--- config.mk ---
export PLATFORM = sky130hd
export DESIGN_NAME = dcm_reset_sequencer
export DESIGN_NICKNAME = d
export VERILOG_FILES = /design/src/rtl/dcm_seq_pkg.sv /design/src/rtl/freq_drift_cmp.sv /design/src/rtl/dcm_reset_sequencer.sv
export SDC_FILE = /design/constraint.sdc
export NUM_CORES = 1
export LEC_CHECK = 0
export ABC_AREA = 1
export ABC_CLOCK_PERIOD_IN_PS = 3180
export BUFFER_PORTS_ARGS = -buffer_cell sky130_fd_sc_hd__buf_2
export CAP_MARGIN = 40
export CORE_UTILIZATION = 55
export CTS_CLUSTER_DIAMETER = 50
export CTS_CLUSTER_SIZE = 20
export DETAILED_ROUTE_END_ITERATION = 16
export PLACE_DENSITY = 0.76
export SETUP_SLACK_MARGIN = 0.02
export SLEW_MARGIN = 20
export SYNTH_ARGS = -nofsm -noshare
export SYNTH_HDL_FRONTEND = slang
export SYNTH_SLANG_ARGS = --single-unit
--- constraint.sdc ---
create_clock -name I_clk -period 3.18 [get_ports I_clk]
set_input_delay 0.318 -clock I_clk [delete_from_list [all_inputs] [get_ports I_clk]]
set_output_delay 0.318 -clock I_clk [all_outputs]
set_load 0.05 [all_outputs]
--- src/rtl/dcm_seq_pkg.sv ---
// Shared definitions for the DCM reset sequencer: FSM state encoding and
// the widths of the retry counter and the lock/reset timer.
package dcm_seq_pkg;

    localparam int RETRY_W = 4;
    localparam int TIMER_W = 32;

    typedef enum logic [2:0] {
        ST_IDLE      = 3'd0,
        ST_RST       = 3'd1,
        ST_WAIT_LOCK = 3'd2,
        ST_LOCKED    = 3'd3,
        ST_FAULT     = 3'd4
    } state_t;

endpackage

--- src/rtl/freq_drift_cmp.sv ---
// Combinational drift detector: flags when the measured frequency word differs
// from the latched word by more than the tolerance. Both words are unsigned,
// so the difference is formed in 33 signed bits and can never wrap; a
// difference of exactly the tolerance is not drift.
module freq_drift_cmp (
    input  logic [31:0] i_word,
    input  logic [31:0] i_ref,
    input  logic [31:0] i_tol,
    output logic        o_drift
);

    logic signed [32:0] w_diff;
    logic        [32:0] w_mag;

    // Signed difference, magnitude, then strict compare against the tolerance
    always_comb begin
        w_diff  = $signed({1'b0, i_word}) - $signed({1'b0, i_ref});
        w_mag   = w_diff[32] ? $unsigned(-w_diff) : $unsigned(w_diff);
        o_drift = (w_mag > {1'b0, i_tol});
    end

endmodule

--- src/rtl/dcm_reset_sequencer.sv ---
// DCM reset sequencer. Takes the frequency counter's measurement, applies the
// matching frequency mode to the DCM, pulses DCM reset, waits for lock with a
// timeout and bounded retries, and re-sequences on mode change, drift or lock
// loss. Any loss of a valid in-range measurement aborts to IDLE.
// Optional feature macro: DCM_CLKIN_STOP_EN -- when defined, a synchronised
// I_clkin_stopped forces IDLE from WAIT_LOCK or LOCKED.
// O_dbg_state exposes the FSM state for observation.
module dcm_reset_sequencer
    import dcm_seq_pkg::*;
#(
    parameter int unsigned RST_CYCLES   = 8,
    parameter int unsigned LOCK_TIMEOUT = 1000000,
    parameter int unsigned MAX_RETRIES  = 3,
    parameter int unsigned DRIFT_TOL    = 500000
) (
    input  logic               I_clk,
    input  logic               I_reset_n,
    input  logic [31:0]        I_freq_word,
    input  logic               I_freq_mode,
    input  logic               I_freq_or,
    input  logic               I_freq_set,
    input  logic               I_dcm_locked,
    input  logic               I_clkin_stopped,
    output logic               O_dcm_rst,
    output logic               O_dcm_mode,
    output logic               O_ready,
    output logic               O_fault,
    output logic [RETRY_W-1:0] O_retry_cnt,
    output state_t             O_dbg_state
);

    localparam logic [TIMER_W-1:0] RST_LAST  = TIMER_W'(RST_CYCLES - 1);
    localparam logic [TIMER_W-1:0] TO_LAST   = TIMER_W'(LOCK_TIMEOUT - 1);
    localparam logic [TIMER_W-1:0] TIMER_MAX = '1;
    localparam logic [RETRY_W-1:0] RETRY_MAX = RETRY_W'(MAX_RETRIES);
    localparam logic [31:0]        TOL       = 32'(DRIFT_TOL);

    state_t               r_state;
    state_t               w_next;
    logic [TIMER_W-1:0]   r_timer;
    logic [RETRY_W-1:0]   r_retry;
    logic [31:0]          r_word;
    logic                 r_mode;
    logic                 r_dcm_rst;
    logic                 r_ready;
    logic                 r_fault;
    logic                 r_lock_ff1;
    logic                 r_lock_ff2;
    logic                 w_locked;
    logic                 w_arm;
    logic                 w_drift;
    logic                 w_clkin_stop;
    logic                 w_latch;
    logic                 w_retry_clr;
    logic                 w_retry_inc;

    assign w_locked = r_lock_ff2;
    assign w_arm    = I_freq_set && !I_freq_or;

    // Two-flop synchroniser for the asynchronous DCM LOCKED status
    always_ff @(posedge I_clk or negedge I_reset_n) begin
        if (!I_reset_n) begin
            r_lock_ff1 <= 1'b0;
            r_lock_ff2 <= 1'b0;
        end else begin
            r_lock_ff1 <= I_dcm_locked;
            r_lock_ff2 <= r_lock_ff1;
        end
    end

`ifdef DCM_CLKIN_STOP_EN
    logic r_stop_ff1;
    logic r_stop_ff2;

    // Two-flop synchroniser for the DCM input-clock-stopped status
    always_ff @(posedge I_clk or negedge I_reset_n) begin
        if (!I_reset_n) begin
            r_stop_ff1 <= 1'b0;
            r_stop_ff2 <= 1'b0;
        end else begin
            r_stop_ff1 <= I_clkin_stopped;
            r_stop_ff2 <= r_stop_ff1;
        end
    end

    assign w_clkin_stop = r_stop_ff2;
`else
    // Clock loss is seen only through the counter dropping I_freq_set
    logic w_unused_clkin;
    assign w_unused_clkin = I_clkin_stopped;
    assign w_clkin_stop   = 1'b0;
`endif

    freq_drift_cmp u_drift (
        .i_word  (I_freq_word),
        .i_ref   (r_word),
        .i_tol   (TOL),
        .o_drift (w_drift)
    );

    // Next-state logic: abort first, then clock-stop, then per-state rules
    always_comb begin
        w_next      = r_state;
        w_latch     = 1'b0;
        w_retry_clr = 1'b0;
        w_retry_inc = 1'b0;
        if (r_state != ST_IDLE && !w_arm) begin
            w_next = ST_IDLE;
        end else if ((r_state == ST_WAIT_LOCK || r_state == ST_LOCKED) && w_clkin_stop) begin
            w_next = ST_IDLE;
        end else begin
            case (r_state)
                ST_IDLE: begin
                    if (w_arm) begin
                        w_next      = ST_RST;
                        w_latch     = 1'b1;
                        w_retry_clr = 1'b1;
                    end
                end
                ST_RST: begin
                    if (r_timer >= RST_LAST) w_next = ST_WAIT_LOCK;
                end
                ST_WAIT_LOCK: begin
                    if (w_locked) begin
                        w_next = ST_LOCKED;
                    end else if (r_timer >= TO_LAST) begin
                        if (r_retry >= RETRY_MAX) begin
                            w_next = ST_FAULT;
                        end else begin
                            w_next      = ST_RST;
                            w_retry_inc = 1'b1;
                        end
                    end
                end
                ST_LOCKED: begin
                    if ((I_freq_mode != r_mode) || w_drift) begin
                        w_next      = ST_RST;
                        w_latch     = 1'b1;
                        w_retry_clr = 1'b1;
                    end else if (!w_locked) begin
                        w_next      = ST_RST;
                        w_retry_clr = 1'b1;
                    end
                end
                ST_FAULT: begin
                    w_next = ST_FAULT;
                end
                default: begin
                    w_next = ST_IDLE;
                end
            endcase
        end
    end

    // State, timer, retry count, latched measurement and registered outputs
    always_ff @(posedge I_clk or negedge I_reset_n) begin
        if (!I_reset_n) begin
            r_state   <= ST_IDLE;
            r_timer   <= '0;
            r_retry   <= '0;
            r_word    <= '0;
            r_mode    <= 1'b0;
            r_dcm_rst <= 1'b1;
            r_ready   <= 1'b0;
            r_fault   <= 1'b0;
        end else begin
            r_state <= w_next;
            if (w_next != r_state) begin
                r_timer <= '0;
            end else if (r_timer != TIMER_MAX) begin
                r_timer <= r_timer + 1'b1;
            end
            if (w_retry_clr) begin
                r_retry <= '0;
            end else if (w_retry_inc && r_retry < RETRY_MAX) begin
                r_retry <= r_retry + 1'b1;
            end
            if (w_latch) begin
                r_word <= I_freq_word;
                r_mode <= I_freq_mode;
            end
            r_dcm_rst <= !(w_next == ST_WAIT_LOCK || w_next == ST_LOCKED);
            r_ready   <= (w_next == ST_LOCKED);
            r_fault   <= (w_next == ST_FAULT);
        end
    end

    assign O_dcm_rst   = r_dcm_rst;
    assign O_dcm_mode  = r_mode;
    assign O_ready     = r_ready;
    assign O_fault     = r_fault;
    assign O_retry_cnt = r_retry;
    assign O_dbg_state = r_state;

endmodule
# Yosys cells after proc, flatten, opt, wreduce, memory -nomap -nowiden
# Cells that the tools add are included.
dict set report word_totals {
  elab_cells 68
  input_bits 39
  regBits 77
  output_inout_bits 11
}
dict set report classes {
  magnitude_cmp 5
  n_eq_ne 10
  reduce_logical 12
  muxes 27
  addsub 4
}
# operator n
set op_table {}
lappend op_table {{32-bit two-way mux} 2}
lappend op_table {{33-bit by 19-bit > comparator with 1-bit output (second input constant)} 1}
lappend op_table {{33-bit two-way mux} 1}
lappend op_table {{33-bit negator} 1}
lappend op_table {{32-bit by 32-bit subtractor with 33-bit output} 1}
lappend op_table {{32-bit by 1-bit adder with 32-bit output (second input constant)} 1}
lappend op_table {{32-bit by 20-bit >= comparator with 1-bit output (second input constant)} 1}
lappend op_table {{32-bit by 3-bit >= comparator with 1-bit output (second input constant)} 1}
lappend op_table {{32-bit inequality test (second input constant)} 1}
lappend op_table {{3-bit two-way mux} 8}
lappend op_table {{3-bit one-hot mux with 5 select lines} 1}
lappend op_table {{3-bit by 2-bit == test with 1-bit output (second input constant)} 4}
lappend op_table {{1-bit two-way mux} 11}
lappend op_table {{4-bit two-way mux} 2}
lappend op_table {{3-bit == test (second input constant)} 2}
lappend op_table {{4-bit by 1-bit adder with 4-bit output (second input constant)} 1}
lappend op_table {{4-bit by 2-bit >= comparator with 1-bit output (second input constant)} 1}
lappend op_table {{4-bit by 2-bit < comparator with 1-bit output (second input constant)} 1}
lappend op_table {{1-bit one-hot mux with 2 select lines} 2}
lappend op_table {{2-bit nonzero test} 2}
lappend op_table {{3-bit by 1-bit == test with 1-bit output (second input constant)} 1}
lappend op_table {{1-bit logical AND} 3}
lappend op_table {{1-bit zero test} 3}
lappend op_table {{3-bit zero test} 1}
lappend op_table {{other kinds (4)} 5}

# Logic depth before layout (Yosys ltp)
dict set report logic_depth {
  word_depth 11
  mapped_depth 31
  ltp_nobuf 30
}

# Modules after synthesis
# Synthesis repeated with hierarchy kept, for this count alone.
dict set report unflattened {
  hier_cells 1363
  hier_area_um2 8518.2
}
# mod area_each_um2 cells_each instances seq_area_each_um2
set modules_own_cells {}
lappend modules_own_cells {freq_drift_cmp 4539.4 929 1 0.0}
lappend modules_own_cells {dcm_reset_sequencer 3978.8 434 1 1928.1}

# Worst setup path after synthesis
# OpenSTA, ideal clock, no wires.
dict set report synth_path {
  path_kind {input-to-reg}
  from {input I_freq_word[0]}
  to {register r_mode, in the netlist O_dcm_mode}
  path_buffers 2
  path_slack_ns -0.149
  required_ns 3.115
  arrival_ns 3.264
  setup_ns 0.065
  path_stages 25
  path_cell_list {inv_1 -> ha_1 -> fa_1 -> ha_1 -> a21boi_1 -> nand3_1 -> nor2_1 -> nand3_1 -> nor2_2 -> nand3_1 -> inv_1 -> nand3_1 -> nand2_2 -> nand2_1 -> nand2_1 -> nand3_1 -> nor2_1 -> nand2_1 -> nor2_2 -> nand4_1 -> nand2_1 -> buf_6 -> buf_6 -> nand2_1 -> nand2_1}
}
dict set report synth_via {
  elab_chain_len 8
}
# element line
set synth_lines {}
lappend synth_lines {{start, declared} dcm_reset_sequencer.sv:18} ;# input logic [31:0] I_freq_word,
lappend synth_lines {{32-bit by 32-bit subtractor with 33-bit output *} freq_drift_cmp.sv:17} ;# w_diff = $signed({1'b0, i_word}) - $signed({1'b0, i_ref});
lappend synth_lines {{33-bit negator} freq_drift_cmp.sv:18} ;# w_mag = w_diff[32] ? $unsigned(-w_diff) : $unsigned(w_diff);
lappend synth_lines {{33-bit two-way mux *} freq_drift_cmp.sv:18}
lappend synth_lines {{33-bit by 19-bit > comparator with 1-bit output *} freq_drift_cmp.sv:19} ;# o_drift = (w_mag > {1'b0, i_tol});
lappend synth_lines {{1-bit logical OR *} dcm_reset_sequencer.sv:136} ;# if ((I_freq_mode != r_mode) || w_drift) begin
lappend synth_lines {{1-bit two-way mux *} dcm_reset_sequencer.sv:136}
lappend synth_lines {{1-bit one-hot mux with 2 select lines *} dcm_reset_sequencer.sv:112} ;# case (r_state)
lappend synth_lines {{1-bit two-way mux *} dcm_reset_sequencer.sv:107} ;# if (r_state != ST_IDLE && !w_arm) begin
lappend synth_lines {{end signal, assigned} dcm_reset_sequencer.sv:180} ;# r_mode <= I_freq_mode;
lappend synth_lines {{end, declared} dcm_reset_sequencer.sv:43} ;# logic r_mode;
# Every way passes the cells marked *; elsewhere a longest branch is shown, timed or not.
# A chain may end at the register's enable or synchronous reset.

# Final worst setup path
dict set report layout_path {
  from {register r_word[18]}
  to {register r_timer[12]}
}
dict set report layout_via {
  elab_chain_len 10
  elab_cells_between_ends 11
  cone_classes {add/sub: 2; order compare: 1; eq/ne: 1; mux: 5; reduce/logical: 2}
}
# element line
set layout_lines {}
lappend layout_lines {{start, declared} dcm_reset_sequencer.sv:42} ;# logic [31:0] r_word;
lappend layout_lines {{start signal, assigned} dcm_reset_sequencer.sv:179} ;# r_word <= I_freq_word;
lappend layout_lines {{32-bit by 32-bit subtractor with 33-bit output *} freq_drift_cmp.sv:17}
lappend layout_lines {{33-bit negator} freq_drift_cmp.sv:18}
lappend layout_lines {{33-bit two-way mux *} freq_drift_cmp.sv:18}
lappend layout_lines {{33-bit by 19-bit > comparator with 1-bit output *} freq_drift_cmp.sv:19}
lappend layout_lines {{1-bit logical OR *} dcm_reset_sequencer.sv:136}
lappend layout_lines {{3-bit two-way mux *} dcm_reset_sequencer.sv:136}
lappend layout_lines {{3-bit one-hot mux with 5 select lines *} dcm_reset_sequencer.sv:112}
lappend layout_lines {{3-bit two-way mux *} dcm_reset_sequencer.sv:107}
lappend layout_lines {{3-bit inequality test *} dcm_reset_sequencer.sv:168} ;# if (w_next != r_state) begin
lappend layout_lines {{32-bit two-way mux / 2-bit nonzero test (equally long branches)} n/a}
lappend layout_lines {{end signal, assigned} dcm_reset_sequencer.sv:171} ;# r_timer <= r_timer + 1'b1;
lappend layout_lines {{end, declared} dcm_reset_sequencer.sv:40} ;# logic [TIMER_W-1:0] r_timer;
# Marks and branches as above.

==> out/results.ini <==
[status]
status = finished, violations left
violations = setup timing

[synth]
synth_cells = 1322
synth_edf_count = 0
synth_commonest_cells = nand2_1 (440), inv_1 (219), nor2_1 (164)
postSynth.asyncResetShare_pct = 100.0
synth_top_area_cell = dfrtp_1
ys.flop_type = dfrtp_1
postSynthAreaPerCell_um2 = 5.922
ys_seq_elements = 77
ys_top_cells_by_area = dfrtp_1 (24%), nand2_1 (21%), inv_1 (11%), nor2_1 (7.9%), nand3_1 (6.8%)
synth_cell_types = 44
syn-cell-area_um2 = 7829
seq_area_frac_synth_pct = 24.63
syn-num-nets = 1397
yosys.area.top_type_share_pct = 24.29
yosysMostFrequentCell = nand2_1
yosys_warnings = 0

[timing]
skew_ps = 13.44
finalHoldViolCount = 0
hold_slack_ps = 83.79
max_freq_ghz = 0.2349
post-route-period-util_pct = 133.9
rsz0062_at_grt = true
layout_setup_ws_ps = -1078
min_period_ps = 4258
finalMaxSlewViolations = 0
worst_pin_slew_ps = 1062
final-setup-viol-count = 72
slew_headroom_pct = 28.92

[finish]
utilization_pct = 82.37
drive_gt1_share_pct = 32.46
final_nets = 1706
multi_input_area_um2 = 5545
stdcell_count = 1817
final_design_area_no_fill_um2 = 11430
ff_latch_area_um2 = 1928
area_delta_synth_final_pct = 46.04
fillers = 821

[clock_network]
cts_root_buf = clkbuf_16
cts_num_sinks = 77
cts_tree = yes
ctsHtreeMaxLevel = 3
clkTransAtPathRegs_ps = 70
cts.path.max_buffers = 2
numCtsBuffers = 9
clk_latency_ps = 360

[place]
dp_hpwl_um = 18070
placedInstanceArea_um2 = 9988
place_ws_ps = -691.6
numPortBuffers = 48
dpl.cell_count = 1766
place.gp.congestion = 0.9383

[floorplanning]
die_w_um = 121.3
core_um2 = 13880
dieHeight_um = 121.3
row_count = 43
dieArea_um2 = 14710
io_pins = 50
start_util_pct = 56.40

[power]
seqPwrFrac_pct = 10.5
max-vdd-ir-drop_mv = 0.8924
p_sw_mw = 6.441
p_leak_nw = 6.236
p_comb_share_pct = 79.7
internal-power_mw = 6.487
p_per_area_nw_per_um2 = 1131
p_sw_share_pct = 49.82
clockPowerShare_pct = 9.8

[route]
routed_wirelength_um = 34160
ant_nets = 0
vias_per_cell = 5.953
num_vias = 10820
drt-initial-drc-count = 1419
dr.pass1.iters = 7
post_drt_wl_per_cell_um = 18.80
drc = 0

[critical_path]
critPathCaptureType = flip-flop
cp.buffers_inverters = 4
slowest_delay_ps = 380
path_depth = 29
crit-reg2reg-launch = r_word[18]
crit_top_cell = nand2_1
cp.required_ps = 3440
rr_worst_depth = 29
reg2reg_to = r_timer[12]
cp.arrival_ps = 4520
r2r_slack_ps = -1080
crit_path_end = r_timer[12]
crit_type = reg -> reg
cp_top_family = simple AND/OR/NAND/NOR gates
worst-path-max-fanout = 8
critPathSlowestCell = ha_1
startpoint = r_word[18]
critPathLaunchType = flip-flop

[job]
cap_violations = 0

[global_route]
grt_use_total_pct = 37.60
antenna_found_initial = 2
grt_overflow = 0
grt_first_pass_wirelength_um = 43680
grt_start_max_net_pins = 36
first_global_vias = 9316

[min_path]
holdCritStartpoint = I_dcm_locked
holdCritPathClass = in -> reg

sequential cells by signal (all words and copies together), names as in the netlist:
name         cells
O_dbg_state      3
O_dcm_mode       1
O_dcm_rst        1
O_fault          1
O_ready          1
O_retry_cnt      4
r_lock_ff1       1
r_lock_ff2       1
r_timer         32
r_word          32
logic make-up (layout without fill, tap and decap cells):
group	Yosys count	count (layout)	synth area share [%]
DFF	77	77	24.63
muxes	2	2	0.2557
xor gates and xnor gates	22	22	2.461
AOI/OAI and AO/OA	102	102	7.767
and+or+nand+nor	840	841	46.46
adders and majority gates	36	36	5.849
buffers and inverters	243	556	12.58
other	0	1	0
cell usage in the layout (no fill, tap or decap), types with 3 or more instances in the layout:
cell type,synthesis,final
bufinv_16,0,3
nor2_2,40,54
nand3_2,5,16
o21ai_0,22,20
buf_4,2,240
xor2_1,14,14
nor3_1,17,17
inv_2,8,12
nor2_1,164,117
buf_12,0,9
nand3_4,0,3
nand2_1,440,411
nand3_1,106,92
nand4_1,32,32
a21oi_1,44,30
nand2_2,10,35
nand2_4,1,4
buf_2,4,47
nor2_4,0,33
ha_1,35,30
and3_1,3,3
inv_1,219,215
dfrtp_1,76,76
nor4_1,9,9
o22ai_1,4,4
buf_6,8,5
o21ai_1,4,5
a21oi_2,16,28
buf_16,0,3
ha_2,0,3
nand3b_1,8,8
xnor2_1,8,8
clkbuf_16,0,14
metal layers:
layer,up-vias,GRT usage (%),share of wire [%]
met1,4826,46.00,36
met3,307,5.451,12
met4,2,16.59,7.9
li1,4760,-,-
met2,922,65.13,45
met5,-,0,0.041
power by group through the flow:
stage	logic, mW	clock network, mW	registers, mW
after floorplan	4.68	0	1.35
after global placement	8.15	0	1.31
after detailed placement	8.32	0	1.33
after CTS	9.09	1.23	1.31
after global routing	11.0	1.30	1.36
final	10.3	1.27	1.35
final cells by class:
type / instances / area share (%)
tap: 180 / 1.970
timing repair buffer: 312 / 22.05
antenna: 1 / 0.02189
multi-input combinational: 1003 / 48.50
sequential: 77 / 16.86
clock buffer: 10 / 2.090
clock inverter: 6 / 1.018
inverter: 228 / 7.485
worst reg2reg max path: cells and delay by family (launching register included):
kind	cells	cell delay, ps
buffers and inverters	4	550
and+or+nand+nor	24	2900
adders and majority gates	1	380
DFF	1	360
through the flow:
step / total power, mW / setup TNS [ps]
2_1_floorplan: 6.029 / -2273
6_report: 12.93 / -65210
5_1_grt: 13.68 / -72610
3_5_place_dp: 9.651 / -45550
3_3_place_gp: 9.467 / -36050
4_1_cts: 11.64 / -34720
how the worst min path moves through the flow:
stage | endpoint | slack, ps | cells past startpoint
after floorplan | O_dbg_state[0] | 20 | 0
after global placement | r_word[29] | 290 | 1
after detailed placement | r_word[29] | 300 | 1
after CTS | r_lock_ff1 | 80 | 1
after global routing | r_lock_ff1 | 70 | 1
final | r_lock_ff1 | 80 | 1
timing repair:
| item | in CTS | in global routing |
|---|---|---|
| cloned | 5 | 8 |
| hold buffers | 1 | 0 |
| endpoints found under the hold margin | 32 | 0 |
| resized for setup | 58 | 109 |
| setup endpoints to repair | 72 | 72 |
| pin swaps | 15 | 31 |
| buffers inserted | 16 | 7 |
Note: power is estimated with default switching activity, not from simulation.
